File: src/rtl/instr_pkg.sv
// Shared types for the instruction encoder: field widths, opcodes, FSM states
// and the queued-entry layout.
package instr_pkg;

    localparam int DEF_OP_SIZE      = 4;
    localparam int DEF_PARAM_A_SIZE = 4;
    localparam int DEF_PARAM_B_SIZE = 4;
    localparam int DEF_REPEAT_W     = 4;
    localparam int CODE_W = DEF_OP_SIZE + DEF_PARAM_A_SIZE + DEF_PARAM_B_SIZE;

    typedef enum logic [DEF_OP_SIZE-1:0] {
        OP_NOP,
        OP_LOAD,
        OP_STORE,
        OP_DENSE,
        OP_CONV,
        OP_POOL,
        OP_ACT,
        OP_ADD,
        OP_MUL,
        OP_HALT,
        OP_NUM
    } op_e;

    localparam int NUM_OPS = int'(OP_NUM);

    typedef enum logic {
        IDLE,
        ISSUE
    } state_e;

    typedef struct packed {
        logic [CODE_W-1:0]       code;
        logic [DEF_REPEAT_W-1:0] rpt;
    } entry_t;

endpackage

File: src/rtl/instr_fifo.sv
// Synchronous FIFO with wrap-around pointers; one extra pointer bit
// distinguishes full from empty.
module instr_fifo
    import instr_pkg::*;
#(
    parameter type T     = entry_t,
    parameter int  DEPTH = 4
) (
    input  logic clk,
    input  logic rst_n,
    input  logic push,
    input  T     wdata,
    input  logic pop,
    output T     rdata,
    output logic full,
    output logic empty
);

    localparam int AW = $clog2(DEPTH);

    T               r_mem [DEPTH];
    logic [AW:0]    r_wp;
    logic [AW:0]    r_rp;
    logic           w_wr;
    logic           w_rd;

    assign empty = (r_wp == r_rp);
    assign full  = (r_wp[AW] != r_rp[AW]) &&
                   (r_wp[AW-1:0] == r_rp[AW-1:0]);

    assign w_wr  = push && !full;
    assign w_rd  = pop && !empty;
    assign rdata = r_mem[r_rp[AW-1:0]];

    always_ff @(posedge clk or negedge rst_n) begin
        if (!rst_n) begin
            r_wp <= '0;
            r_rp <= '0;
        end else begin
            if (w_wr) r_wp <= r_wp + 1'b1;
            if (w_rd) r_rp <= r_rp + 1'b1;
        end
    end

    // Storage needs no reset: pointers alone define validity.
    always_ff @(posedge clk) begin
        if (w_wr) r_mem[r_wp[AW-1:0]] <= wdata;
    end

endmodule

File: src/rtl/instr_encoder.sv
// Packs opcode/parameter fields into code words, queues them and issues each
// one repeat+1 times. Optional opcode check: define INSTR_ENC_OPCHECK_EN.
module instr_encoder
    import instr_pkg::*;
#(
    parameter int OP_SIZE      = DEF_OP_SIZE,
    parameter int PARAM_A_SIZE = DEF_PARAM_A_SIZE,
    parameter int PARAM_B_SIZE = DEF_PARAM_B_SIZE,
    parameter int FIFO_DEPTH   = 4,
    parameter int REPEAT_W     = DEF_REPEAT_W,
    parameter int CNT_W        = 16,
    parameter int NUM_OPS_P    = NUM_OPS
) (
    input  logic                                   clk,
    input  logic                                   rst_n,
    input  logic                                   in_valid,
    output logic                                   in_ready,
    input  logic [OP_SIZE-1:0]                     in_op,
    input  logic [PARAM_A_SIZE-1:0]                in_act_type,
    input  logic [PARAM_B_SIZE-1:0]                in_dense_type,
    input  logic                                   in_cost_mode,
    input  logic [PARAM_A_SIZE+PARAM_B_SIZE-1:0]   in_cost_type,
    input  logic [REPEAT_W-1:0]                    in_repeat,
    output logic                                   out_valid,
    input  logic                                   out_ready,
    output logic [OP_SIZE+PARAM_A_SIZE+PARAM_B_SIZE-1:0] out_code,
    output logic                                   out_last,
    output logic                                   busy,
    output logic [CNT_W-1:0]                       issued_count,
    output logic                                   err_illegal_op
);

    localparam int CW = OP_SIZE + PARAM_A_SIZE + PARAM_B_SIZE;

    typedef struct packed {
        logic [CW-1:0]       code;
        logic [REPEAT_W-1:0] rpt;
    } ent_t;

    state_e              r_state;
    logic [CW-1:0]       r_code;
    logic [REPEAT_W-1:0] r_rep;
    logic                r_valid;
    logic                r_last;
    logic [CNT_W-1:0]    r_cnt;

    ent_t                w_wdata;
    ent_t                w_head;
    logic                w_full;
    logic                w_empty;
    logic                w_accept;
    logic                w_legal;
    logic                w_push;
    logic                w_pop;
    logic                w_fire;

    always_comb begin
        w_wdata = '0;
        if (in_cost_mode)
            w_wdata.code = {in_op, in_cost_type};
        else
            w_wdata.code = {in_op, in_act_type, in_dense_type};
        w_wdata.rpt = in_repeat;
    end

    assign in_ready = !w_full;
    assign w_accept = in_valid && in_ready;
    assign w_push   = w_accept && w_legal;
    assign w_fire   = r_valid && out_ready;

    // Pop to start a new instruction, or to chain the next one with no bubble.
    assign w_pop = !w_empty &&
                   ((r_state == IDLE) || (w_fire && (r_rep == '0)));

`ifdef INSTR_ENC_OPCHECK_EN
    logic r_err;

    assign w_legal = (int'(in_op) < NUM_OPS_P);

    always_ff @(posedge clk or negedge rst_n) begin
        if (!rst_n)
            r_err <= 1'b0;
        else if (w_accept && !w_legal)
            r_err <= 1'b1;
    end

    assign err_illegal_op = r_err;
`else
    assign w_legal        = 1'b1;
    assign err_illegal_op = 1'b0;
`endif

    instr_fifo #(
        .T     (ent_t),
        .DEPTH (FIFO_DEPTH)
    ) u_fifo (
        .clk   (clk),
        .rst_n (rst_n),
        .push  (w_push),
        .wdata (w_wdata),
        .pop   (w_pop),
        .rdata (w_head),
        .full  (w_full),
        .empty (w_empty)
    );

    always_ff @(posedge clk or negedge rst_n) begin
        if (!rst_n) begin
            r_state <= IDLE;
            r_code  <= '0;
            r_rep   <= '0;
            r_valid <= 1'b0;
            r_last  <= 1'b0;
            r_cnt   <= '0;
        end else begin
            if (w_fire) r_cnt <= r_cnt + 1'b1;
            unique case (r_state)
                IDLE: begin
                    if (!w_empty) begin
                        r_code  <= w_head.code;
                        r_rep   <= w_head.rpt;
                        r_last  <= (w_head.rpt == '0);
                        r_valid <= 1'b1;
                        r_state <= ISSUE;
                    end
                end
                ISSUE: begin
                    if (w_fire) begin
                        if (r_rep != '0) begin
                            r_rep  <= r_rep - 1'b1;
                            r_last <= (r_rep == REPEAT_W'(1));
                        end else if (!w_empty) begin
                            r_code  <= w_head.code;
                            r_rep   <= w_head.rpt;
                            r_last  <= (w_head.rpt == '0);
                        end else begin
                            r_valid <= 1'b0;
                            r_last  <= 1'b0;
                            r_state <= IDLE;
                        end
                    end
                end
                default: r_state <= IDLE;
            endcase
        end
    end

    assign out_valid    = r_valid;
    assign out_code     = r_code;
    assign out_last     = r_last;
    assign issued_count = r_cnt;
    assign busy         = (r_state == ISSUE) || !w_empty;

endmodule

File: config.mk
export PLATFORM = sky130hd
export DESIGN_NAME = instr_encoder
export DESIGN_NICKNAME = d
export VERILOG_FILES = /design/src/rtl/instr_pkg.sv /design/src/rtl/instr_fifo.sv /design/src/rtl/instr_encoder.sv
export SDC_FILE = /design/constraint.sdc
export NUM_CORES = 1
export LEC_CHECK = 0
export CORE_MARGIN = 2
export CORE_UTILIZATION = 49
export DETAILED_ROUTE_END_ITERATION = 8
export GPL_ROUTABILITY_DRIVEN = 0
export MAX_ROUTING_LAYER = met4
export PLACE_DENSITY_LB_ADDON = 0.2
export SKIP_LAST_GASP = 1
export SLEW_MARGIN = 30
export SYNTH_ARGS = -nofsm -noshare
export SYNTH_HDL_FRONTEND = slang
export SYNTH_SLANG_ARGS = --single-unit
File: constraint.sdc
create_clock -name clk -period 1.9 [get_ports clk]
set_input_delay 0.19 -clock clk [delete_from_list [all_inputs] [get_ports clk]]
set_output_delay 0.19 -clock clk [all_outputs]
set_load 0.02 [all_outputs]
==> impl_metrics.env <==
export IMPL_die_w_um=99.64
export IMPL_start_util=0.5090
export IMPL_io_pins=62
export IMPL_synth_seq_cells=105
export IMPL_rsz0062_at_grt="true"
export IMPL_slowest_delay_ps=410
export IMPL_whs_ps=405.4
export IMPL_relSlewSlack=0.5247
export IMPL_crit_path_cell_trace="inv_2 -> ha_4 -> or3b_4 -> o21ai_4 -> nand2_8 -> buf_12 -> mux2_4"
export IMPL_vias=2547
export IMPL_syn_area_per_cell_um2=16.60
export IMPL_fillers=649
export IMPL_dominantRegCellSynth="edfxtp_1"
export IMPL_async_reset_ff_frac=0.3905
export IMPL_hp_class="input port to async pin"
export IMPL_synth_edf_count=64
export IMPL_dpl_cell_area_um2=5348
export IMPL_postRouteWirelength_mm=8.196
export IMPL_rows=34
export IMPL_clk_pin_slew_worst_paths_ps=100
export IMPL_cts_buffer_depth=2
export IMPL_postSynthCellCount=270
export IMPL_dp_slack_ps=11.80
export IMPL_skew_ps=8.753
export IMPL_crit_required_ps=2150
export IMPL_status="complete, no violations"
export IMPL_rr_worst_depth=7
export IMPL_syn_cell_area_um2=4482
export IMPL_hold_viol=0
export IMPL_fin_area_um2=5673
export IMPL_syn_num_nets=308
export IMPL_power_density_nw_per_um2=912.8
export IMPL_antenna_found_initial=0
export IMPL_layout_cells_non_filler=479
export IMPL_startpoint_type="flop"
export IMPL_seq_area_frac_synth=0.6577
export IMPL_finalWorstSetupSlack_ps=4.452
export IMPL_cts_sinks=105
export IMPL_setup_viol=0
export IMPL_cts_root_buffer="clkbuf_8"
export IMPL_grt_pass1_wl_mm=13.15
export IMPL_cp_max_fo=7
export IMPL_worst_ep_arrival_time_ps=2150
export IMPL_antenna_cells=0
export IMPL_fmax_mhz=527.6
export IMPL_worst_slew_pin_slew_ps=713.0
export IMPL_ir_drop_uv=448.4
export IMPL_grt_pass1_vias=2686
export IMPL_io_buffer_count=60
export IMPL_critPathKind="flop to flop"
export IMPL_fin_crit_ps=1896
export IMPL_grt_max_degree=29
export IMPL_layout_worst_path_cycle_share=0.9977
export IMPL_cpMaxStageDelayCell="or3b_4"
export IMPL_yosys_warnings=0
export IMPL_viasPerCell=5.317
export IMPL_end_kind="flop"
export IMPL_postRouteAntennaNets=0
export IMPL_wl_per_cell_um=17.11
export IMPL_cts_htree_levels=3
export IMPL_core_um2=8806
export IMPL_area_delta_synth_final_pct=26.58
export IMPL_first_pass_iters=4
export IMPL_drv_cap=0
export IMPL_dp_cells=454
export IMPL_grt_total_usage=0.1801
export IMPL_die_y_um=99.64
export IMPL_gr_total_overflow=0
export IMPL_ys_types=46
export IMPL_final_nets=404
export IMPL_dieArea_um2=9927
export IMPL_hpwl_mm=5.501
export IMPL_cts_tree="yes"
export IMPL_leakage_nw=2.234
export IMPL_insertion_delay_ps=370
export IMPL_drive_above_1_share=0.2884
export IMPL_power_mw=5.178
export IMPL_cts_buffers=9
export IMPL_maxSlewViolCount=0
export IMPL_drc=0
export IMPL_initialDrtViolationCount=109
[kinds of logic after synthesis]
| family | Yosys count | share of synthesized area |
|---|---|---|
| fa+ha+maj | 9 | 0.02513 |
| other cells | 1 | 0.0008367 |
| flops | 105 | 0.6577 |
| simple gates | 51 | 0.06142 |
| buf+inv | 17 | 0.02122 |
| compound gates | 24 | 0.03993 |
| mux | 38 | 0.1432 |
| xor+xnor | 25 | 0.05053 |
[state kept, by name, summed over array words and instances, names as in the netlist]
name          count
u_fifo.r_mem     64
issued_count     16
out_code         12
r_rep             4
u_fifo.r_rp       3
u_fifo.r_wp       3
out_last          1
out_valid         1
r_state           1
[worst max-delay path: cells and delay by family, from the launching register on]
| kind | cells | cell delay, ps |
|---|---|---|
| compound gates | 1 | 230 |
| fa+ha+maj | 1 | 140 |
| buf+inv | 2 | 240 |
| flops | 1 | 400 |
| mux | 1 | 290 |
| simple gates | 2 | 480 |
[worst paths after layout]
path	from	slack (ps)	endpoint
max reg2reg	r_rep[1]	4	out_code[6]
min reg2reg	issued_count[15]	470	issued_count[15]
max	r_rep[1]	4	out_code[6]
max in group asynchronous	rst_n	900	out_code[8]
min in group clk	in_repeat[2]	460	u_fifo.r_mem[0][2]
min	rst_n	410	u_fifo.r_rp[2]
[cell usage after synthesis, drive strengths merged, types with 2 or more instances]
cell	number	area, um2
nand4	5	31.28
dfrtp	41	1026
inv	9	33.78
a21oi	2	10.01
xor2	10	87.58
ha	9	112.6
nand3	8	45.04
nor2	6	22.52
nor3	4	20.02
buf	5	48.80
mux2	22	281.5
xnor2	15	138.9
nor4	4	25.02
o21ai	7	46.29
a32oi	2	17.52
clkbuf	3	12.51
and3	3	18.77
a31oi	3	18.77
and2	4	25.02
o31a	2	18.77
nand2	14	60.06
edfxtp	64	1922
mux4	16	360.4
[final cells by class]
class | instances | area [um2] | area share
clock buffers | 10 | 127.6 | 0.02250
flip-flops and latches | 105 | 2950 | 0.5201
repair buffers | 93 | 864.6 | 0.1524
inverters | 9 | 33.78 | 0.005955
clock inverters | 6 | 75.07 | 0.01323
multi-input cells | 148 | 1486 | 0.2620
well taps | 108 | 135.1 | 0.02382
[what timing repair did]
item | 4_1_cts | 5_1_grt
gates cloned | 0 | 0
resized for setup | 5 | 14
setup buffers | 1 | 7
hold endpoints to repair | 26 | 0
endpoints found under the setup margin | 9 | 39
pin swaps | 1 | 5
hold buffers | 1 | 0
[power breakdown]
group	leakage [nW]	internal (mW)	switching, mW
Sequential	1.13	2.76	0.0870
Clock	0.0977	0.626	0.772
Combinational	1.01	0.422	0.510
Total	2.23	3.81	1.37
[per-layer routing]
metal,routed length (um),part of all wire,GRT usage,vias up
li1,-,-,-,1218
met1,3512,0.43,0.2124,1249
met2,4271,0.52,0.3056,72
met3,334,0.041,0.05481,8
met4,78,0.0095,0.04215,0
met5,0,0,-,-
[cell usage in the layout (no fill, tap or decap), types with 3 or more instances in the layout]
cell	n
mux2_4	9
inv_1	6
xor2_1	10
mux4_2	16
inv_2	3
dfrtp_1	39
mux2_2	13
and3_1	3
a31oi_1	3
nor3_1	4
clkbuf_8	9
o21ai_0	5
nand4_1	5
xnor2_1	12
xnor2_2	3
clkdlybuf4s50_1	57
buf_4	29
nor4_1	3
nand2_1	13
edfxtp_1	64
ha_1	8
nor2_1	6
nand3_1	7
[through the flow]
step / TNS [ps] / util
floorplan: 0 / -
global placement: 0 / 0.6073
detailed placement: 0 / 0.6073
CTS: -86.30 / 0.6347
global route: -262.4 / 0.6442
finish: 0 / 0.6442
(Power assumes the default switching activity.)
